### config.mk
export PLATFORM = sky130hd
export DESIGN_NAME = keypad_scanner
export DESIGN_NICKNAME = d
export VERILOG_FILES = /design/src/rtl/keypad_scanner.sv
export SDC_FILE = /design/constraint.sdc
export NUM_CORES = 1
export LEC_CHECK = 0
export ABC_AREA = 1
export BUFFER_PORTS_ARGS = -buffer_cell sky130_fd_sc_hd__buf_2
export CORE_UTILIZATION = 58
export DETAILED_ROUTE_END_ITERATION = 8
export PLACE_DENSITY = 0.79
export SETUP_SLACK_MARGIN = 0.5
export SYNTH_ARGS = -nofsm -noshare
export SYNTH_HDL_FRONTEND = slang
export SYNTH_SLANG_ARGS = --single-unit
export TNS_END_PERCENT = 5
### constraint.sdc
create_clock -name clk -period 1.8 [get_ports clk]
set_input_delay 0.36 -clock clk [delete_from_list [all_inputs] [get_ports clk]]
set_output_delay 0.36 -clock clk [all_outputs]
set_load 0.02 [all_outputs]
### src/rtl/keypad_scanner.sv
// Matrix keypad scanner: column strobe, row sync, debounce FSM and valid/ready event output.
// Define KEYPAD_REPEAT_EN to re-emit a held key every REPEAT_DLY dwells.
module keypad_scanner #(
    parameter int ROWS       = 4,
    parameter int COLS       = 4,
    parameter int SCAN_DIV   = 1000,
    parameter int DEBOUNCE   = 4,
    parameter int REPEAT_DLY = 250,
    localparam int KW        = $clog2(ROWS*COLS)
) (
    input  logic            clk,
    input  logic            rst,
    input  logic [ROWS-1:0] row,
    output logic [COLS-1:0] col,
    output logic [KW-1:0]   key_code,
    output logic            key_valid,
    input  logic            key_ready,
    output logic            key_held,
    output logic            overrun
);
    localparam int RIW = (ROWS > 1) ? $clog2(ROWS) : 1;
    localparam int CIW = (COLS > 1) ? $clog2(COLS) : 1;
    localparam int TW  = (SCAN_DIV > 1) ? $clog2(SCAN_DIV) : 1;
    localparam logic [3:0] DB = 4'(DEBOUNCE);

    typedef enum logic [1:0] {S_SCAN, S_DEBOUNCE, S_HELD, S_RELEASE} state_t;

    state_t          state, state_nxt;
    logic [ROWS-1:0] row_s1, row_s2;
    logic [TW-1:0]   tick_cnt;
    logic            tick;
    logic [CIW-1:0]  col_idx, col_idx_nxt, col_adv;
    logic [RIW-1:0]  cap_row, cap_row_nxt, low_idx;
    logic [3:0]      deb_cnt, deb_cnt_nxt;
    logic            any_low, emit;
    logic [KW-1:0]   emit_code;
`ifdef KEYPAD_REPEAT_EN
    localparam int RPW = $clog2(REPEAT_DLY + 1);
    logic [RPW-1:0]  rpt_cnt, rpt_cnt_nxt;
`endif

    always_ff @(posedge clk or posedge rst) begin
        if (rst) begin
            row_s1 <= '1;
            row_s2 <= '1;
        end else begin
            row_s1 <= row;
            row_s2 <= row_s1;
        end
    end

    always_ff @(posedge clk or posedge rst) begin
        if (rst) tick_cnt <= '0;
        else     tick_cnt <= tick ? '0 : tick_cnt + TW'(1);
    end
    assign tick = (tick_cnt == TW'(SCAN_DIV - 1));

    // Lowest-numbered active row wins when several are low together.
    always_comb begin
        low_idx = '0;
        for (int i = ROWS - 1; i >= 0; i--)
            if (!row_s2[i]) low_idx = RIW'(i);
    end

    assign any_low   = ~&row_s2;
    assign col_adv   = (col_idx == CIW'(COLS - 1)) ? '0 : col_idx + CIW'(1);
    assign emit_code = KW'(cap_row_nxt) * KW'(COLS) + KW'(col_idx);

    always_ff @(posedge clk or posedge rst) begin
        if (rst) begin
            state   <= S_SCAN;
            col_idx <= '0;
            cap_row <= '0;
            deb_cnt <= '0;
`ifdef KEYPAD_REPEAT_EN
            rpt_cnt <= '0;
`endif
        end else begin
            state   <= state_nxt;
            col_idx <= col_idx_nxt;
            cap_row <= cap_row_nxt;
            deb_cnt <= deb_cnt_nxt;
`ifdef KEYPAD_REPEAT_EN
            rpt_cnt <= rpt_cnt_nxt;
`endif
        end
    end

    always_comb begin
        state_nxt   = state;
        col_idx_nxt = col_idx;
        cap_row_nxt = cap_row;
        deb_cnt_nxt = deb_cnt;
        emit        = 1'b0;
`ifdef KEYPAD_REPEAT_EN
        rpt_cnt_nxt = rpt_cnt;
`endif
        if (tick) begin
            case (state)
                S_SCAN: begin
                    if (any_low) begin
                        cap_row_nxt = low_idx;
                        if (DB == 4'd1) begin
                            emit        = 1'b1;
                            state_nxt   = S_HELD;
                            deb_cnt_nxt = '0;
                        end else begin
                            state_nxt   = S_DEBOUNCE;
                            deb_cnt_nxt = 4'd1;
                        end
                    end else begin
                        col_idx_nxt = col_adv;
                    end
                end
                S_DEBOUNCE: begin
                    if (!row_s2[cap_row]) begin
                        if (deb_cnt + 4'd1 == DB) begin
                            emit        = 1'b1;
                            state_nxt   = S_HELD;
                            deb_cnt_nxt = '0;
                        end else begin
                            deb_cnt_nxt = deb_cnt + 4'd1;
                        end
                    end else begin
                        deb_cnt_nxt = '0;
                        state_nxt   = S_SCAN;
                        col_idx_nxt = col_adv;
                    end
                end
                S_HELD: begin
                    if (row_s2[cap_row]) begin
                        if (DB == 4'd1) begin
                            state_nxt   = S_SCAN;
                            col_idx_nxt = col_adv;
                            deb_cnt_nxt = '0;
                        end else begin
                            state_nxt   = S_RELEASE;
                            deb_cnt_nxt = 4'd1;
                        end
                    end
`ifdef KEYPAD_REPEAT_EN
                    else if (rpt_cnt == RPW'(REPEAT_DLY - 1)) begin
                        emit        = 1'b1;
                        rpt_cnt_nxt = '0;
                    end else begin
                        rpt_cnt_nxt = rpt_cnt + RPW'(1);
                    end
`endif
                end
                S_RELEASE: begin
                    if (row_s2[cap_row]) begin
                        if (deb_cnt + 4'd1 == DB) begin
                            state_nxt   = S_SCAN;
                            col_idx_nxt = col_adv;
                            deb_cnt_nxt = '0;
                        end else begin
                            deb_cnt_nxt = deb_cnt + 4'd1;
                        end
                    end else begin
                        state_nxt   = S_HELD;
                        deb_cnt_nxt = '0;
                    end
                end
                default: state_nxt = S_SCAN;
            endcase
        end
`ifdef KEYPAD_REPEAT_EN
        if (state_nxt != S_HELD) rpt_cnt_nxt = '0;
`endif
    end

    // Column drive follows the next index so col and col_idx stay aligned.
    always_ff @(posedge clk or posedge rst) begin
        if (rst) col <= '1;
        else     col <= ~(COLS'(1) << col_idx_nxt);
    end

    always_ff @(posedge clk or posedge rst) begin
        if (rst) begin
            key_code  <= '0;
            key_valid <= 1'b0;
            key_held  <= 1'b0;
            overrun   <= 1'b0;
        end else begin
            overrun  <= 1'b0;
            key_held <= (state_nxt == S_HELD) || (state_nxt == S_RELEASE);
            if (key_valid && key_ready) key_valid <= 1'b0;
            // A pending event is never overwritten; the new one is dropped instead.
            if (emit) begin
                if (key_valid) begin
                    overrun <= 1'b1;
                end else begin
                    key_valid <= 1'b1;
                    key_code  <= emit_code;
                end
            end
        end
    end
endmodule

==> results.rst, run 1 <==
.. list-table::
   :header-rows: 1

   * - Metric
     - Value
   * - Outcome
     - completed
   * - Type of destination of the critical path
     - flip-flop
   * - Number of buffers added by the clock tree synthesis step
     - 5
   * - Routed len/inst
     - 12.0 um
   * - Logic depth of the worst register-to-register path
     - 9
   * - Arrival time of data at the critical path endpoint
     - 1.83 ns
   * - Clock-pin slew on the worst setup and hold paths
     - 0.12 ns
   * - Final sum of negative setup slack
     - 0 ns
   * - Final non-filler cell total
     - 299
   * - Initial antenna violation count
     - 0
   * - Highest attainable clock frequency
     - 624 MHz
   * - Starting Density
     - 61.9%
   * - CTS tree
     - yes
   * - Proportion of synthesized chip area in sequential cells
     - 51.6%
   * - Critical Path Start Type
     - flip-flop
   * - Cell-by-cell trace of the critical path
     - ha_4, nand2_2, nand2_2, nor2_4, nand2_4, nor3_4, nand2_4, nand2_1, o21ai_1
   * - Clock latency on the worst-skew pair
     - 0.34 ns
   * - Mapped Avg Cell Area
     - 8.54 um2
   * - Setup Skew
     - 0.00877 ns
   * - Power per standard cell area
     - 686 nW/um2
   * - Synthesized netlist cell count
     - 225
   * - Number of buffers inserted by port buffering
     - 17
   * - I/O Pins
     - 18
   * - Largest incremental delay on the critical path
     - 0.45 ns
   * - Std-Cell Core Area
     - 3100 um2
   * - Worst slew margin
     - 68.6%
   * - Post-Synthesis Net Count
     - 236
   * - Number of cell rows
     - 20
   * - Fill cells
     - 251
   * - Path category of the worst min-delay check
     - in -> async
   * - Clock tree buffer depth
     - 2
   * - Pins Over Slew Limit
     - 0
   * - Post-layout total power
     - 1.54 mW
   * - Setup repair after global routing missed its margin
     - true
   * - Crit Path Max Fanout
     - 7
   * - H-tree depth
     - 2
   * - Via density per instance
     - 5.13
   * - Final weighted congestion of routability-driven global placement
     - 0.862
   * - DPL Wire Length
     - 2.51 mm
   * - Initial drt markers
     - 53
   * - Leakage power of the design
     - 1.14 nW
   * - Worst Setup Path Type
     - reg -> reg
   * - CP max stage cell
     - dfrtp_2
   * - Most frequent cells in the layout
     - nand2_1, dfrtp_1, inv_1
   * - Overall die width
     - 59.5 um
   * - Synth warnings
     - 0
   * - Number of placed instances, taps included
     - 286
   * - GRT overflow
     - 0
   * - First-pass iteration count of the detailed router
     - 5
   * - Share of the clock period used by the worst path
     - 89.0%
   * - Count of nets left with antenna violations after detail routing
     - 0
   * - Most common cell after layout, fill and taps aside
     - nand2_1
   * - Min Clock Period, post-route
     - 1.60 ns
   * - Final setup vio count
     - 0
   * - Max IR drop VDD
     - 0.522 mV
   * - Number of nets in the finished design
     - 265
   * - Die H
     - 59.5 um
   * - Largest net degree at the start of global routing
     - 40
   * - GR Util All Layers
     - 24.3%
   * - Area growth syn-to-layout
     - 17.1%
   * - Number of sinks driven by the clock tree
     - 39
   * - Worst endpoint required time
     - 2.02 ns
   * - Die area
     - 3550 um2
   * - Post-Syn Area
     - 1920 um2
   * - Ant. Diodes
     - 0
   * - Number of hold violations in the final report
     - 0
   * - Vias in the first global route
     - 1,477
   * - Global-route wire length before repair
     - 6.23 mm
   * - Via count
     - 1,535
   * - Fraction of layout instances using a drive strength above 1
     - 30.6%
   * - Library cells used by synthesis
     - 32
   * - Measured slew at the worst slew-check pin
     - 0.471 ns
   * - Clock root buffer master
     - clkbuf_4
   * - Number of flip-flops and latches in the synthesized netlist
     - 39
   * - DRC violations left
     - 0
   * - Max cap viols
     - 0
   * - Final Routed Wirelength
     - 3.59 mm
==> Yosys cell counts (all sizes together) <==
cell type / number / area [um2]
ha: 4 / 50.1
inv: 31 / 116
o21ai: 13 / 68.8
o21a: 1 / 7.51
o22ai: 1 / 6.26
nor4: 1 / 6.26
nand2: 66 / 263
nor3: 6 / 52.6
nand3b: 1 / 7.51
buf: 2 / 10.0
dfstp: 12 / 315
nor2: 25 / 116
a22oi: 3 / 22.5
a2bb2oi: 1 / 8.76
a21oi: 6 / 33.8
dfrtp: 27 / 676
nand3: 17 / 108
nand4: 5 / 37.5
clkinv: 2 / 8.75
a31oi: 1 / 6.26
==> metrics by stage <==
stage	util, %	hold slack [ns]	setup WS (ns)	cell area (um2)
finish	72.5	0.109	0.197	2250
global route	72.5	0.0624	0.117	2250
CTS	70.3	0.0734	0.199	2180
global placement	66.7	0.346	0.196	2070
floorplan	-	0.345	0.378	1930
detailed placement	66.7	0.347	0.159	2070
==> state kept, by name, indices dropped and copies added (netlist names), 2 cells and up <==
name / cells
col: 4
deb_cnt: 4
state: 2
row_s2: 4
col_idx: 2
cap_row: 2
tick_cnt: 10
row_s1: 4
key_code: 4
==> cell type report <==
class | count | area (um2) | area share, %
Clock buffer | 6 | 51.3 | 2.28
Clock inverter | 2 | 35.0 | 1.56
Inverter | 33 | 130 | 5.78
Multi-Input combinational cell | 151 | 848 | 37.7
Sequential cell | 39 | 992 | 44.1
Tap cell | 44 | 55.1 | 2.45
Timing Repair Buffer | 24 | 138 | 6.12
==> what timing repair did <==
action | 4_1_cts | 5_1_grt
setup endpoints to repair | 31 | 37
pin swaps | 1 | 6
resized for setup | 2 | 13
hold buffers | 0 | 0
setup buffers | 3 | 2
endpoints found under the hold margin | 0 | 0
==> kinds of logic (layout without fill, tap and decap cells) <==
| logic type | count (synthesis) | in the layout | share of synthesized area [%] |
|---|---|---|---|
| flip-flops | 39 | 39 | 51.6 |
| AND/OR/NAND/NOR | 121 | 121 | 30.7 |
| buffers and inverters | 35 | 65 | 7.04 |
| AO/OA/AOI/OAI | 26 | 26 | 8.01 |
| adder cells (fa/ha/maj) | 4 | 4 | 2.61 |
==> report_power, final <==
group	total, mW	switching [mW]	internal [mW]
Clock	0.605	0.277	0.328
Combinational	0.0395	0.0287	0.0107
Sequential	0.898	0.00478	0.893
Total	1.54	0.311	1.23
==> worst max-delay path, delay by kind of cell, from the launching register on <==
kind,cells,cell delay [ns]
compound gates,1,0.06
fa+ha+maj,1,0.17
flops,1,0.45
simple gates,7,0.81
==> metal layers <==
layer	part of all wire (%)	GRT usage, %	up-vias
met5	0	0	-
li1	-	-	784
met2	49	39.0	34
met3	3.7	7.86	4
met1	46	30.3	713
met4	1.5	10.3	0
==> path summary, 6_finish.rpt <==
| check | slack, ns | to | startpoint |
|---|---|---|---|
| max | 0.20 | key_code[3] | deb_cnt[0] |
| min | 0.11 | state[0] | rst |
| max reg2reg | 0.20 | key_code[3] | deb_cnt[0] |
| min reg2reg | 0.36 | row_s2[1] | row_s1[1] |
| max in group asynchronous | 1.33 | row_s1[0] | rst |
| min in group clk | 0.11 | row_s1[3] | row[3] |
No activity file was read; power rests on OpenSTA's default activity.
==> inputs of run 2 (changes only) <==
--- a/config.mk
+++ b/config.mk
@@ -7,9 +7,11 @@
 export LEC_CHECK = 0
 export ABC_AREA = 1
 export BUFFER_PORTS_ARGS = -buffer_cell sky130_fd_sc_hd__buf_2
-export CORE_UTILIZATION = 58
+export CORE_UTILIZATION = 61
+export CTS_BUF_LIST = sky130_fd_sc_hd__clkbuf_8
+export CTS_CLUSTER_SIZE = 40
 export DETAILED_ROUTE_END_ITERATION = 8
-export PLACE_DENSITY = 0.79
+export PLACE_DENSITY = 0.83
 export SETUP_SLACK_MARGIN = 0.5
 export SYNTH_ARGS = -nofsm -noshare
 export SYNTH_HDL_FRONTEND = slang
==> results.rst, run 2 (same netlist as run 1, synthesis figures left out) <==
.. list-table::
   :header-rows: 1

   * - Metric
     - Value
   * - Die area
     - 3380 um2 (was 3550 um2)
   * - Fraction of layout instances using a drive strength above 1
     - 40.5% (was 30.6%)
   * - Final Routed Wirelength
     - 4.32 mm (was 3.59 mm)
   * - Worst endpoint required time
     - 2.04 ns (was 2.02 ns)
   * - Worst slew margin
     - 68.7% (was 68.6%)
   * - Clock latency on the worst-skew pair
     - 0.30 ns (was 0.34 ns)
   * - Largest net degree at the start of global routing
     - 40 (unchanged)
   * - Max IR drop VDD
     - 0.638 mV (was 0.522 mV)
   * - DRC violations left
     - 0 (unchanged)
   * - Starting Density
     - 66.8% (was 61.9%)
   * - Routed length on met3
     - 191 um (was 134 um)
   * - Std-Cell Core Area
     - 2880 um2 (was 3100 um2)
   * - Top cell by count, worst path
     - nand2_2
   * - Ant. Diodes
     - 0 (unchanged)
   * - Clock-pin slew on the worst setup and hold paths
     - 0.09 ns (was 0.12 ns)
   * - Area post-placement
     - 2070 um2 (about the same)
   * - Highest attainable clock frequency
     - 633 MHz (was 624 MHz)
   * - Count of hold-fix buffers inserted at cts
     - 0 (unchanged)
   * - Crit Path Max Fanout
     - 4 (was 7)
   * - Most frequent cells in the layout
     - nand2_1, dfrtp_1, inv_1 (unchanged)
   * - Clock tree buffer depth
     - 2 (unchanged)
   * - Max cap viols
     - 0 (unchanged)
   * - Number of buffers added by the clock tree synthesis step
     - 5 (unchanged)
   * - Critical path startpoint
     - deb_cnt[1] (was deb_cnt[0])
   * - Leakage power of the design
     - 1.20 nW (was 1.14 nW)
   * - Number of buffers and inverters on the critical path
     - 4 (was 0)
   * - Type of destination of the critical path
     - flip-flop (unchanged)
   * - Arrival time of data at the critical path endpoint
     - 1.82 ns (was 1.83 ns)
   * - Most common cell after layout, fill and taps aside
     - nand2_1 (unchanged)
   * - Worst R2R Start
     - deb_cnt[1] (was deb_cnt[0])
   * - Clock root buffer master
     - clkbuf_8 (was clkbuf_4)
   * - Worst Setup Slack post-DPL
     - 0.139 ns (was 0.159 ns)
   * - CTS tree
     - yes (unchanged)
   * - H-tree depth
     - 2 (unchanged)
   * - Outcome
     - completed (unchanged)
   * - Largest incremental delay on the critical path
     - 0.42 ns (was 0.45 ns)
   * - Die H
     - 58.1 um (was 59.5 um)
   * - Number of sinks driven by the clock tree
     - 39 (unchanged)
   * - Cell-by-cell trace of the critical path
     - buf_6, ha_4, inv_1, nor2_4, buf_6, nand3_2, nand2_2, nand3_2, nand2_2, nand2_2, inv_2, nand2_1 (was ha_4, nand2_2, nand2_2, nor2_4, nand2_4, nor3_4, nand2_4, nand2_1, o21ai_1)
   * - Critical Path Start Type
     - flip-flop (unchanged)
   * - DPL Wire Length
     - 2.65 mm (was 2.51 mm)
   * - Number of placed instances, taps included
     - 284 (was 286)
   * - Top Layer Used
     - met4 (unchanged)
   * - I/O Pins
     - 18 (unchanged)
   * - WHS
     - 0.144 ns (was 0.109 ns)
   * - Overall die width
     - 58.1 um (was 59.5 um)
   * - Initial drt markers
     - 121 (was 53)
   * - First-pass iteration count of the detailed router
     - 4 (was 5)
   * - Number of buffers inserted by port buffering
     - 17 (unchanged)
   * - Launch instance of the worst min-delay path
     - row[0]
   * - Via count
     - 1,612 (was 1,535)
   * - Count of nets left with antenna violations after detail routing
     - 0 (unchanged)
   * - Worst Setup Path Type
     - reg -> reg (unchanged)
   * - Routed length on met1
     - 1.78 mm (was 1.65 mm)
   * - Global-route wire length before repair
     - 6.71 mm (was 6.23 mm)
   * - Post-Route Utilization
     - 82.9% (was 72.5%)
   * - Layout Cell Area excl Fill
     - 2390 um2 (was 2250 um2)
   * - Share of the clock period used by the worst path
     - 87.7% (was 89.0%)
   * - Largest reg by FF count
     - tick_cnt (unchanged)
   * - Pins Over Slew Limit
     - 0 (unchanged)
   * - Detailed-routed wire length on met2
     - 2.24 mm (was 1.75 mm)
   * - Crit path setup slack, layout
     - 0.221 ns (was 0.197 ns)
   * - Post-layout total power
     - 1.57 mW (was 1.54 mW)
   * - Number of hold violations in the final report
     - 0 (unchanged)
   * - Number of cell rows
     - 19 (was 20)
   * - Setup repair after global routing missed its margin
     - true (unchanged)
   * - Number of flip-flops under the largest register name
     - 10 (unchanged)
   * - Routed len/inst
     - 14.3 um (was 12.0 um)
   * - Min Clock Period, post-route
     - 1.58 ns (was 1.60 ns)
   * - Critical path's top delay family
     - simple AND/OR/NAND/NOR gates (unchanged)
   * - Path category of the worst min-delay check
     - in -> reg (was in -> async)
   * - GR Util All Layers
     - 27.5% (was 24.3%)
   * - GRT overflow
     - 0 (unchanged)
   * - Final setup vio count
     - 0 (unchanged)
   * - Number of nets in the finished design
     - 269 (was 265)
   * - Measured slew at the worst slew-check pin
     - 0.470 ns (was 0.471 ns)
   * - Final non-filler cell total
     - 301 (was 299)
   * - Fill cells
     - 163 (was 251)
   * - CP max stage cell
     - dfrtp_1 (was dfrtp_2)
   * - Via density per instance
     - 5.36 (was 5.13)
   * - Vias in the first global route
     - 1,514 (was 1,477)
   * - Initial antenna violation count
     - 0 (unchanged)
   * - Final weighted congestion of routability-driven global placement
     - 0.886 (was 0.862)
   * - Area growth syn-to-layout
     - 24.2% (was 17.1%)
   * - Final sum of negative setup slack
     - 0 ns (unchanged)
   * - Setup Skew
     - 0.00682 ns (was 0.00877 ns)
   * - Power per standard cell area
     - 656 nW/um2 (was 686 nW/um2)
## run 2: worst register-to-register path: stages, from the launching register on
cell and delay (ns):
dfrtp_1 0.42, buf_6 0.14, ha_4 0.12, inv_1 0.06, nor2_4 0.15, buf_6 0.11, nand3_2 0.07, nand2_2 0.10
nand3_2 0.07, nand2_2 0.07, nand2_2 0.08, inv_2 0.06, nand2_1 0.06
## run 2: path summary, 6_finish.rpt
path                               endpoint  slack, ns  cells past startpoint
worst max-delay path                 col[2]       0.22                     12
worst min-delay path              row_s1[0]       0.14                      1
worst max register to register       col[2]       0.22                     12
worst min register to register    row_s2[0]       0.36                      0
max in group asynchronous            col[1]       1.28                      3
min in group asynchronous       tick_cnt[1]       0.16                      3
## run 2: layer usage
| metal | vias up | global-route usage, % |
|---|---|---|
| li1 | 785 | - |
| met1 | 753 | 33.8 |
| met2 | 60 | 44.5 |
| met3 | 14 | 8.26 |
| met4 | 0 | 13.3 |
| met5 | - | 0 |
## run 2: what timing repair did
| action | CTS | global route |
|---|---|---|
| setup buffers | 6 | 3 |
| pin swaps | 10 | 14 |
| gates resized for setup | 13 | 32 |
| endpoints found under the hold margin | 0 | 0 |
| setup endpoints to repair | 30 | 33 |
## run 2: where the power goes
part	switching, mW	internal (mW)	leakage, nW
logic	0.0318	0.0122	0.671
registers	0.00543	0.892	0.484
clock network	0.347	0.277	0.0408
## run 2: area by class of cell
class,instances,area (um2),area share [%]
well taps,42,52.6,2.20
multi-input cells,151,942,39.5
clock buffers,5,68.8,2.88
clock inverters,3,23.8,0.996
flip-flops and latches,39,995,41.7
inverters,33,129,5.40
repair buffers,28,175,7.34
==> inputs of run 3 (changes only) <==
--- a/config.mk
+++ b/config.mk
@@ -7,11 +7,11 @@
 export LEC_CHECK = 0
 export ABC_AREA = 1
 export BUFFER_PORTS_ARGS = -buffer_cell sky130_fd_sc_hd__buf_2
-export CORE_UTILIZATION = 61
+export CORE_UTILIZATION = 55
 export CTS_BUF_LIST = sky130_fd_sc_hd__clkbuf_8
 export CTS_CLUSTER_SIZE = 40
 export DETAILED_ROUTE_END_ITERATION = 8
-export PLACE_DENSITY = 0.83
+export PLACE_DENSITY = 0.79
 export SETUP_SLACK_MARGIN = 0.5
 export SYNTH_ARGS = -nofsm -noshare
 export SYNTH_HDL_FRONTEND = slang
==> constraint.sdc (replaced) <==
create_clock -name clk -period 1.45 [get_ports clk]
set_input_delay 0.29 -clock clk [delete_from_list [all_inputs] [get_ports clk]]
set_output_delay 0.29 -clock clk [all_outputs]
set_load 0.02 [all_outputs]
==> results.rst, run 3 (same netlist as run 1, synthesis figures left out) <==
.. list-table::
   :header-rows: 1

   * - Metric
     - Value
   * - Highest attainable clock frequency
     - 637 MHz (was 633 MHz)
   * - Most frequent cells in the layout
     - nand2_1, dfrtp_1, inv_1 (unchanged)
   * - Area growth syn-to-layout
     - 31.1% (was 24.2%)
   * - Worst Setup Path Type
     - reg -> reg (unchanged)
   * - First-pass iteration count of the detailed router
     - 4 (unchanged)
   * - Share of the clock period used by the worst path
     - 108% (was 87.7%)
   * - Measured slew at the worst slew-check pin
     - 0.461 ns (was 0.470 ns)
   * - Final Routed Wirelength
     - 3.91 mm (was 4.32 mm)
   * - Count of hold-fix buffers inserted at cts
     - 0 (unchanged)
   * - DPL Wire Length
     - 2.60 mm (was 2.65 mm)
   * - Via density per instance
     - 5.18 (was 5.36)
   * - Clock-pin slew on the worst setup and hold paths
     - 0.08 ns (was 0.09 ns)
   * - Clock tree buffer depth
     - 2 (unchanged)
   * - Number of buffers added by the clock tree synthesis step
     - 5 (unchanged)
   * - Number of flip-flops under the largest register name
     - 10 (unchanged)
   * - Violated checks
     - setup timing
   * - Number of cell rows
     - 21 (was 19)
   * - Crit path setup slack, layout
     - -0.121 ns (was 0.221 ns)
   * - Clock root buffer master
     - clkbuf_8 (unchanged)
   * - Setup repair after global routing missed its margin
     - true (unchanged)
   * - Vias in the first global route
     - 1,597 (was 1,514)
   * - Type of destination of the critical path
     - flip-flop (unchanged)
   * - Critical Path Start Type
     - flip-flop (unchanged)
   * - Via count
     - 1,643 (was 1,612)
   * - Pins Over Slew Limit
     - 0 (unchanged)
   * - Die H
     - 61.1 um (was 58.1 um)
   * - WHS
     - 0.0876 ns (was 0.144 ns)
   * - Post-Route Utilization
     - 75.4% (was 82.9%)
   * - Final setup vio count
     - 13 (was 0)
   * - GR Util All Layers
     - 23.7% (was 27.5%)
   * - CTS tree
     - yes (unchanged)
   * - Setup Skew
     - 0.00614 ns (was 0.00682 ns)
   * - Largest net degree at the start of global routing
     - 40 (unchanged)
   * - GRT overflow
     - 0 (unchanged)
   * - Min Clock Period, post-route
     - 1.57 ns (was 1.58 ns)
   * - Fraction of layout instances using a drive strength above 1
     - 40.6% (was 40.5%)
   * - Final weighted congestion of routability-driven global placement
     - 0.845 (was 0.886)
   * - Leakage power of the design
     - 1.23 nW (was 1.20 nW)
   * - Max IR drop VDD
     - 0.866 mV (was 0.638 mV)
   * - Number of hold violations in the final report
     - 0 (unchanged)
   * - Initial antenna violation count
     - 0 (unchanged)
   * - Path category of the worst min-delay check
     - in -> async (was in -> reg)
   * - Largest reg by FF count
     - tick_cnt (unchanged)
   * - Most common cell after layout, fill and taps aside
     - nand2_1 (unchanged)
   * - Worst Setup Slack post-DPL
     - -0.129 ns (was 0.139 ns)
   * - Routed len/inst
     - 12.3 um (was 14.3 um)
   * - Initial drt markers
     - 97 (was 121)
   * - Power per standard cell area
     - 748 nW/um2 (was 656 nW/um2)
   * - Worst endpoint required time
     - 1.63 ns (was 2.04 ns)
   * - Clock latency on the worst-skew pair
     - 0.29 ns (was 0.30 ns)
   * - Global-route wire length before repair
     - 6.36 mm (was 6.71 mm)
   * - Number of buffers inserted by port buffering
     - 17 (unchanged)
   * - Crit Path Max Fanout
     - 7 (was 4)
   * - Max cap viols
     - 0 (unchanged)
   * - Count of nets left with antenna violations after detail routing
     - 0 (unchanged)
   * - H-tree depth
     - 2 (unchanged)
   * - Arrival time of data at the critical path endpoint
     - 1.75 ns (was 1.82 ns)
   * - Overall die width
     - 61.1 um (was 58.1 um)
   * - Starting Density
     - 57.6% (was 66.8%)
   * - Outcome
     - finished, violations left (was completed)
   * - Die area
     - 3730 um2 (was 3380 um2)
   * - Ant. Diodes
     - 0 (unchanged)
   * - Worst slew margin
     - 69.3% (was 68.7%)
   * - Std-Cell Core Area
     - 3340 um2 (was 2880 um2)
   * - DRC violations left
     - 0 (unchanged)
   * - Number of sinks driven by the clock tree
     - 39 (unchanged)
   * - Number of nets in the finished design
     - 281 (was 269)
   * - I/O Pins
     - 18 (unchanged)
-- run 3: metal layers --
layer	GRT usage (%)	routed length (um)	up-vias
met5	0	0	-
met4	11.4	72	0
met3	6.72	178	9
met2	38.8	2000	47
met1	28.9	1660	774
li1	-	-	813
-- run 3: critical path: stages (launching register included) --
cell and delay, ns:
dfrtp_1 0.41, ha_2 0.20, nand2_1 0.07, nand2_2 0.07, nor2_4 0.14, nand2_4 0.09
nor3_4 0.23, nand2_4 0.11, nand2_1 0.08, nand2_1 0.06
-- run 3: worst paths after layout --
check,from,end,slack [ns],depth (start not counted)
hold / removal,rst,tick_cnt[3],0.09,3
setup reg to reg,deb_cnt[1],key_code[1],-0.12,9
min in group clk,row[0],row_s1[0],0.09,1
hold reg to reg,row_s1[3],row_s2[3],0.36,0
setup / recovery,deb_cnt[1],key_code[1],-0.12,9
max in group asynchronous,rst,col[2],1.00,3
-- run 3: timing repair --
item,in CTS,in global routing
pin swaps,9,16
setup endpoints to repair,42,42
gates resized for setup,40,21
buffers inserted,3,2
-- run 3: power by group --
group,internal (mW),total (mW),switching (mW)
sequential,1.11,1.12,0.00693
clock,0.334,0.719,0.385
combinational,0.0134,0.0486,0.0353
-- run 3: area by class of cell --
cell class                 instances  area (um2)
sequential                        39         991
timing repair buffer              40         334
tap                               46        57.6
inverter                          33         130
clock buffer                       5        68.8
fill                             231         820
multi-input combinational        151         916
clock inverter                     3        20.0
-- run 3: through the flow --
| step | cells | area, um2 | power [mW] | TNS [ns] |
|---|---|---|---|---|
| after floorplan | 225 | 1930 | 1.16 | 0 |
| after global placement | 304 | 2190 | 1.18 | -0.855 |
| after detailed placement | 304 | 2190 | 1.18 | -1.26 |
| after CTS | 315 | 2430 | 1.90 | -0.415 |
| after global routing | 317 | 2520 | 1.95 | -3.30 |
| final | 317 | 2520 | 1.88 | -0.896 |
